[src/rtl/uart_tx_sched_pkg.sv]
// Shared FSM encoding, parameter defaults and width helper for the UART transmit scheduler.
package uart_tx_sched_pkg;

  localparam int NREQ_DEF        = 2;
  localparam int DEPTH_DEF       = 16;
  localparam int ACK_TIMEOUT_DEF = 4;

  typedef enum logic [1:0] {
    S_IDLE      = 2'd0,
    S_START     = 2'd1,
    S_WAIT_ACK  = 2'd2,
    S_WAIT_DONE = 2'd3
  } state_e;

  // Ceiling log2; returns 0 for values <= 1.
  function automatic int clog2(input int value);
    int r;
    r = 0;
    while ((1 << r) < value) r++;
    return r;
  endfunction

endpackage

[src/rtl/uart_tx_fifo.sv]
// Circular DEPTH x 8 byte FIFO; head byte readable combinationally, level registered, one-edge push-to-visible.
// Push ignored when full and pop ignored when empty, so callers gate on full_o/empty_o.
module uart_tx_fifo
  import uart_tx_sched_pkg::*;
#(
  parameter int DEPTH = DEPTH_DEF,
  parameter int AW    = clog2(DEPTH)
) (
  input  logic        clk,
  input  logic        clrn,
  input  logic        push_vld_i,
  input  logic [7:0]  push_dat_i,
  input  logic        pop_i,
  output logic [7:0]  pop_dat_o,
  output logic        full_o,
  output logic        empty_o,
  output logic [AW:0] level_o
);

  logic [7:0]    mem_q [DEPTH];
  logic [AW-1:0] wr_ptr_q;
  logic [AW-1:0] rd_ptr_q;
  logic [AW:0]   level_q;
  logic [AW:0]   level_d;
  logic          do_push;
  logic          do_pop;

  assign full_o    = (level_q == (AW+1)'(DEPTH));
  assign empty_o   = (level_q == '0);
  assign do_push   = push_vld_i & ~full_o;
  assign do_pop    = pop_i & ~empty_o;
  assign pop_dat_o = mem_q[rd_ptr_q];
  assign level_o   = level_q;

  always_comb begin
    level_d = level_q;
    case ({do_push, do_pop})
      2'b10:   level_d = level_q + (AW+1)'(1);
      2'b01:   level_d = level_q - (AW+1)'(1);
      default: level_d = level_q;
    endcase
  end

  // Storage needs no reset: only entries below the level are ever read.
  always_ff @(posedge clk) begin
    if (do_push) mem_q[wr_ptr_q] <= push_dat_i;
  end

  always_ff @(posedge clk or negedge clrn) begin
    if (!clrn) begin
      wr_ptr_q <= '0;
      rd_ptr_q <= '0;
      level_q  <= '0;
    end else begin
      if (do_push) wr_ptr_q <= wr_ptr_q + AW'(1);
      if (do_pop)  rd_ptr_q <= rd_ptr_q + AW'(1);
      level_q <= level_d;
    end
  end

endmodule

[src/rtl/uart_tx_sched.sv]
// Shares one UART transmitter among NREQ byte requesters: round-robin packet-locked arbiter -> FIFO -> start/busy FSM.
// Accepted byte raises tx_start 2 edges later; req_ready only for the selected requester and drops while the FIFO is full.
module uart_tx_sched
  import uart_tx_sched_pkg::*;
#(
  parameter int NREQ        = NREQ_DEF,
  parameter int DEPTH       = DEPTH_DEF,
  parameter int ACK_TIMEOUT = ACK_TIMEOUT_DEF
) (
  input  logic                    clk,
  input  logic                    clrn,
  input  logic [NREQ-1:0]         req_valid,
  input  logic [8*NREQ-1:0]       req_data,
  input  logic [NREQ-1:0]         req_last,
  output logic [NREQ-1:0]         req_ready,
  output logic                    tx_start,
  output logic [7:0]              tx_data,
  input  logic                    tx_busy,
  output logic [clog2(DEPTH):0]   fifo_level,
  output logic                    ack_err,
  output logic                    idle
);

  localparam int OW = clog2(NREQ);
  localparam int CW = clog2(ACK_TIMEOUT);

  logic [OW-1:0] owner_q, owner_d;
  logic          locked_q, locked_d;
  logic [OW-1:0] sel;
  logic [OW-1:0] cand;
  logic          grant;
  logic          accept;

  state_e        state_q, state_d;
  logic [CW-1:0] cnt_q, cnt_d;
  logic [7:0]    tx_data_q, tx_data_d;
  logic          ack_err_q, ack_err_d;
  logic          pop;
  logic [7:0]    fifo_dat;
  logic          fifo_full;
  logic          fifo_empty;

  // Descending scan so the last hit is the nearest requester after the owner.
  always_comb begin
    sel   = owner_q;
    cand  = owner_q;
    grant = locked_q;
    if (!locked_q) begin
      for (int k = NREQ; k >= 1; k--) begin
        cand = OW'((int'(owner_q) + k) % NREQ);
        if (req_valid[cand]) begin
          sel   = cand;
          grant = 1'b1;
        end
      end
    end
  end

  always_comb begin
    req_ready      = '0;
    req_ready[sel] = grant & ~fifo_full;
  end

  assign accept = grant & ~fifo_full & req_valid[sel];

  always_comb begin
    owner_d  = owner_q;
    locked_d = locked_q;
    if (accept) begin
      owner_d  = sel;
      locked_d = ~req_last[sel];
    end
  end

  always_ff @(posedge clk or negedge clrn) begin
    if (!clrn) begin
      owner_q  <= OW'(NREQ - 1);
      locked_q <= 1'b0;
    end else begin
      owner_q  <= owner_d;
      locked_q <= locked_d;
    end
  end

  uart_tx_fifo #(
    .DEPTH (DEPTH)
  ) u_fifo (
    .clk        (clk),
    .clrn       (clrn),
    .push_vld_i (accept),
    .push_dat_i (req_data[{sel, 3'b000} +: 8]),
    .pop_i      (pop),
    .pop_dat_o  (fifo_dat),
    .full_o     (fifo_full),
    .empty_o    (fifo_empty),
    .level_o    (fifo_level)
  );

  always_comb begin
    state_d   = state_q;
    cnt_d     = cnt_q;
    tx_data_d = tx_data_q;
    ack_err_d = ack_err_q;
    pop       = 1'b0;
    case (state_q)
      S_IDLE: begin
        if (!fifo_empty && !tx_busy) begin
          pop       = 1'b1;
          tx_data_d = fifo_dat;
          state_d   = S_START;
        end
      end
      S_START: begin
        cnt_d   = '0;
        state_d = S_WAIT_ACK;
      end
      S_WAIT_ACK: begin
        // Byte is dropped on timeout; the transmitter never took it.
        if (tx_busy) begin
          state_d = S_WAIT_DONE;
        end else if (cnt_q == CW'(ACK_TIMEOUT - 1)) begin
          ack_err_d = 1'b1;
          state_d   = S_IDLE;
        end else begin
          cnt_d = cnt_q + CW'(1);
        end
      end
      S_WAIT_DONE: begin
        if (!tx_busy) state_d = S_IDLE;
      end
      default: state_d = S_IDLE;
    endcase
  end

  always_ff @(posedge clk or negedge clrn) begin
    if (!clrn) begin
      state_q   <= S_IDLE;
      cnt_q     <= '0;
      tx_data_q <= 8'h00;
      ack_err_q <= 1'b0;
    end else begin
      state_q   <= state_d;
      cnt_q     <= cnt_d;
      tx_data_q <= tx_data_d;
      ack_err_q <= ack_err_d;
    end
  end

  assign tx_start = (state_q == S_START);
  assign tx_data  = tx_data_q;
  assign ack_err  = ack_err_q;
  assign idle     = (state_q == S_IDLE) & fifo_empty & ~locked_q;

endmodule

[config.mk]
export PLATFORM = sky130hd
export DESIGN_NAME = uart_tx_sched
export DESIGN_NICKNAME = d
export VERILOG_FILES = /design/src/rtl/uart_tx_sched_pkg.sv /design/src/rtl/uart_tx_fifo.sv /design/src/rtl/uart_tx_sched.sv
export SDC_FILE = /design/constraint.sdc
export NUM_CORES = 1
export LEC_CHECK = 0
export CAP_MARGIN = 20
export CORE_MARGIN = 5
export CORE_UTILIZATION = 45
export CTS_CLUSTER_DIAMETER = 150
export DETAILED_ROUTE_END_ITERATION = 10
export PLACE_DENSITY = 0.64
export RECOVER_POWER = 25
export SYNTH_ARGS = -nofsm -noshare
export SYNTH_HDL_FRONTEND = slang
export SYNTH_SLANG_ARGS = --single-unit
[constraint.sdc]
create_clock -name clk -period 8.5 [get_ports clk]
set_clock_uncertainty 0.1 [all_clocks]
set_input_delay 1.7 -clock clk [delete_from_list [all_inputs] [get_ports clk]]
set_output_delay 1.7 -clock clk [all_outputs]
set_load 0.02 [all_outputs]
After elaboration in Yosys (flattened, before gate mapping) --
Memory sizes are Yosys's and may differ from the RTL's. A register that Yosys moved wholly into a read port is not among the register bits. Cells that the tools add are included.
Operators by class: multipliers 0, equal/unequal tests 12, order comparisons 4, bitwise gates (word level) 12, $add $sub $neg 7, muxes and demuxes 29, reduce and logical (&&, ||, !) cells 13, divide/modulo/power cells 0, shift operators 1
Operators with widths (number):
- $mux 1 | 19
- $shiftx 16x5->8 | 1
- $mux 2 | 6
- $pmux 5 s2 | 1
- $reduce_and 3->1 | 3
- $add 4x1->4 const B | 2
- $eq 2x2->1 const B | 4
- $ne 2x2->1 const B | 4
- $pmux 2 s4 | 1
- $and 1x1->1 | 6
- $lt 1x2->1 const B | 3
- $add 5x1->5 const B | 1
- $eq 5x5->1 const B | 1
- $logic_not 5->1 | 1
- $not 1->1 | 5
- $sub 5x1->5 const B | 1
- $eq 2x1->1 const B | 2
- $pmux 2 s2 | 1
- $reduce_bool 2->1 | 2
- $logic_not 1->1 | 3
- $ne 3x3->1 const B | 1
- $add 1x1->1 const B | 2
- $add 2x1->2 const B | 1
- $and 2x2->2 | 1
- other kinds (5) | 6
Word-level totals: bits in latches 0, register bits after elaboration 20, RAM bits 128, bits in read-only memories 0, logic and storage cells 87, output and inout port bits 18, memories 1, bits of input ports 23
Memories:
- u_fifo.mem_q | depth 16, width 8, rd ports 1, clocked after memory_dff 1, wr ports 1, RTL line uart_tx_fifo.sv:20 | logic [7:0] mem_q [DEPTH];

Logic depth before layout (Yosys ltp) --
depth in word-level cells 12, mapped depth 13, mapped depth without buffers 12

Cells and area by module --
A second synthesis with hierarchy kept.
Unflattened totals: cell total of the unflattened synthesis 412, area total of the unflattened synthesis 6784.0 µm²
Modules (own cells, without submodules):
- uart_tx_fifo | cells each 320, area each 5809.3 µm², seq. area each 4169.0 µm², instances 1
- uart_tx_sched | cells each 92, area each 974.7 µm², seq. area each 376.6 µm², instances 1

Worst setup path before layout --
Ideal clock, no wire load.
kind input-to-output, start point input req_valid[1], end point output req_ready[0], data arrival time 2.605 ns, buffers on the path 1, data required time 6.700 ns, stages 4, slack 4.095 ns, cells stage by stage nor2b_1 -> o22ai_1 -> buf_2 -> nor2b_1
Between the ends: word-level cells in the longest chain between the ends 10, elaborated cells between the ends (all ways) 17, classes of those cells 2 x order compare; 12 x mux; 2 x bitwise; 1 x reduce/logical
Ends and longest elaborated chain:
- from (decl) | RTL line uart_tx_sched.sv:12 | input logic [NREQ-1:0] req_valid,
- $mux 1 (not written as such) (2 in a row) | RTL line uart_tx_sched.sv:51 | if (req_valid[cand]) begin
- $mux 1 (2 in a row) | RTL line uart_tx_sched.sv:51
- $mux 1 | RTL line uart_tx_sched.sv:48 | if (!locked_q) begin
- $lt 1x2->1 (not written as such) or $ge 1x1->1 (tied branches) | RTL line uart_tx_sched.sv:61 | req_ready[sel] = grant & ~fifo_full;
- $logic_and 1x1->1 (not written as such) | RTL line uart_tx_sched.sv:61
- $mux 1 (not written as such) | RTL line uart_tx_sched.sv:61
- $demux 1 s1 | RTL line uart_tx_sched.sv:61
- $and 2x2->2 (no line) (*)
- to (decl) | RTL line uart_tx_sched.sv:15 | output logic [NREQ-1:0] req_ready,
Mark *: on every way between the ends. The rest lies on a longest branch, timed or not. The select of a mux whose other input is x is not followed.

Worst setup path in the final report --
Same ends and word-level chain as after synthesis.

==> summary.md <==
| Metric | Value |
|---|---|
| Final Max Slew Viols | 29 |
| Die W | 131 um |
| PwrDens | 355 mW/mm^2 |
| Slowest cell on crit path | o22ai_1 |
| Share of cells above drive strength 1 | 13.2% |
| Met2 GRT Util | 24.4% |
| Worst hold slack | 371 ps |
| Nets | 458 |
| Ys async rst share | 17.9% |
| Status | finished, violations left |
| Crit Path Max Fanout | 11 |
| Warnings, synthesis | 0 |
| Buffers on Ports | 40 |
| HP Start | ack_err |
| Vias | 3405 |
| Required time of the worst setup path | 6700 ps |
| CTS max path bufs | 2 |
| Hold path cells | 1 |
| Largest net degree at the start of global routing | 36 |
| CP startpoint kind | primary input |
| Synth top area share | 58.2% |
| Top delay family on crit path | buffers and inverters |
| Setup TNS | 0 ps |
| Worst R2R Path Depth | 13 |
| Clk pin slew, worst setup/hold paths | 60 ps |
| Gate Count Post-Synth | 371 |
| WP data arrival | 4100 ps |
| Period minus WS final | 5900 ps |
| EDFF count, synth | 128 |
| CP cell instances | dlygate4sd3_1, nor2b_1, o22ai_1, nor2b_1, clkdlybuf4s50_1 |
| Final hold vios | 0 |
| DRC errors left | 0 |
| Synth top area cells | edfxtp_1 (58%), dfrtp_1 (10%), mux4_1 (9.2%) |
| Final Power | 2.73 mW |
| Worst Tran Pin Value | 1780 ps |
| Rows | 44 |
| CTS tree | done |
| CTS Hold Buffers Added | 0 |
| Avg WL per Cell | 20.9 um |
| Post-route ant nets | 0 |
| Met1 Usage GRT | 20.6% |
| Die Ht | 131 um |
| Vias in the first global route | 3492 |
| Post-CTS resize count | 0 |
| RR Startpoint | u_fifo.level_o[1] |
| WP buf/inv | 2 |
| Final period util | 69.4% |
| Net Count, Synth | 410 |
| GRT Total Usage | 15.3% |
| Inserted Clock Buffers | 17 |
| Initial DRT Pass Iterations | 4 |
| CP max stage delay | 810 ps |
| Fmax | 0.170 GHz |
| Yosys top cell by area | edfxtp_1 |
| Hold endpoint | ack_err |
| Clk Tree Root Cell | clkbuf_16 |
| Final std cells w/o fill | 616 |
| Number of synthesized register bits | 156 |
| Initial DRC count | 233 |
| Dpl hpwl | 8220 um |
| Vias per cell | 5.53 |
| Final Setup Violations | 0 |
| Layout area overhead | 16.4% |
| Worst-skew pair later-pin latency | 410 ps |
| RSZ-0062 raised after global routing | no |
| Gr busiest metal | met2 |
| Total Routed Length | 12900 um |
| Commonest non-fill, non-tap cell in the layout | edfxtp_1 |
| Post-synthesis average cell area | 17.8 um^2 |
| First-pass GRT wire length | 19900 um |
| Core region area | 0.0145 mm^2 |
| Worst hold path class | reg2reg |
| # IOs | 41 |
| Setup crit end kind | output port |
| Initial Util | 45.6% |
| Postcts setup bufs | 0 |
| Setup slack, reg-to-reg | 5160 ps |
| Most frequent CP cell | nor2b_1 |
| Peak VDD IR | 172 uV |
| Sequential share of the synthesized area | 68.9% |
| Max-cap violation count | 1 |
| Slew headroom | -18.9% |
| Placed cells | 583 |
| Yosys cell types | 40 |
| Reg2Reg Capture Point | u_fifo.level_o[4] |
| Failing checks | capacitance limit, slew limit |
| Overflow left after global routing | 0 |
| Post-Syn Area | 0.00660 mm^2 |
| Main synth FF type | edfxtp_1 |
| H-tree Lvls | 4 |
| # diodes | 0 |
| CTS sink count | 156 |
| Routability Congestion | 0.752 |
| Met3 usage | 3.71% |
| Full die area | 0.0172 mm^2 |
| LEAKAGE | 2.68 nW |
| Initial antenna violation count | 0 |
| Most frequent cells in the layout | edfxtp_1 (128), dfrtp_1 (27), mux4_1 (23), clkdlybuf4s50_1 (23) |
| Critical path class | in2out |
[per-stage QoR]
step / utilization (%) / instance area, um^2 / worst slack [ps]
4_1_cts: 53.1 / 7690 / 2660
6_report: 53.1 / 7680 / 2600
2_1_floorplan: - / 6600 / 4090
5_1_grt: 53.1 / 7680 / 2480
3_5_place_dp: 49.6 / 7180 / 2650
3_3_place_gp: 49.6 / 7180 / 2790
[worst register-to-register path, stage by stage, from the launching register on]
cell      delay (ps)
dfrtp_1          440
nor4_2           400
and2_1           220
nor3_1            60
clkbuf_1         240
inv_1            110
ha_1             230
inv_1            100
fa_1             410
nor2b_1          110
o21ai_0          110
nand3_1           90
or3b_2           450
xnor2_1          130
[cells in the mapped netlist (2+ instances only)]
library cell,n
edfxtp_1,128
a21oi_1,16
nor2b_1,3
inv_1,17
buf_6,3
nand2b_1,3
nand4_1,2
a31oi_1,2
clkbuf_1,8
and3_1,2
nor2_1,11
mux4_2,9
nand3_1,3
nand2_1,11
o22ai_1,18
xor2_1,3
dfrtp_1,27
xnor2_1,7
buf_1,2
mux2_2,18
buf_2,2
and2_1,13
mux4_1,23
or2_2,2
o21ai_0,8
ha_1,15
nor3_1,2
[kinds of logic after synthesis]
group,count (synthesis),synth area share [%]
AO/OA/AOI/OAI,48,4.21
XOR/XNOR,10,1.33
adder cells (fa/ha/maj),16,3.15
buffers and inverters,33,2.31
flip-flops,156,68.9
multiplexers,51,15.5
AND/OR/NAND/NOR,57,4.68
[how the worst max path moves through the flow]
stage | startpoint | end | slack, ps | depth (start not counted)
global placement | req_valid[1] | req_ready[0] | 2790 | 5
finish | req_valid[1] | req_ready[0] | 2600 | 5
detailed placement | req_valid[1] | req_ready[0] | 2650 | 5
global route | req_valid[1] | req_ready[0] | 2480 | 5
floorplan | req_valid[1] | req_ready[0] | 4090 | 4
CTS | req_valid[1] | req_ready[0] | 2660 | 5
[sequential cells by signal (all words and copies together) (netlist names)]
| register | flops |
|---|---|
| owner_q | 1 |
| state_q | 2 |
| u_fifo.wr_ptr_q | 4 |
| locked_q | 1 |
| cnt_q | 2 |
| u_fifo.level_o | 5 |
| u_fifo.rd_ptr_q | 4 |
| tx_data | 8 |
| ack_err | 1 |
| u_fifo.mem_q | 128 |
[power by group]
group	switching (mW)	internal (mW)	leakage, nW	total [mW]
clock network	0.266	0.395	0.253	0.661
logic	0.523	0.406	0.943	0.929
registers	0.0900	1.05	1.49	1.14
[metal layers]
layer  vias to the layer above  part of all wire, %
met5                         -                    0
met4                         0                  1.2
met3                        13                  4.3
met1                      1743                   45
met2                        81                   49
li1                       1568                    -
[cell type report]
type / instances / area (um^2)
clock buffers: 29 / 500
clock inverters: 3 / 15.0
fillers: 1142 / 6800
inverters: 17 / 63.8
multi-input cells: 182 / 1900
flip-flops and latches: 156 / 4550
well taps: 184 / 230
repair buffers: 45 / 427
(Power assumes the default switching activity.)
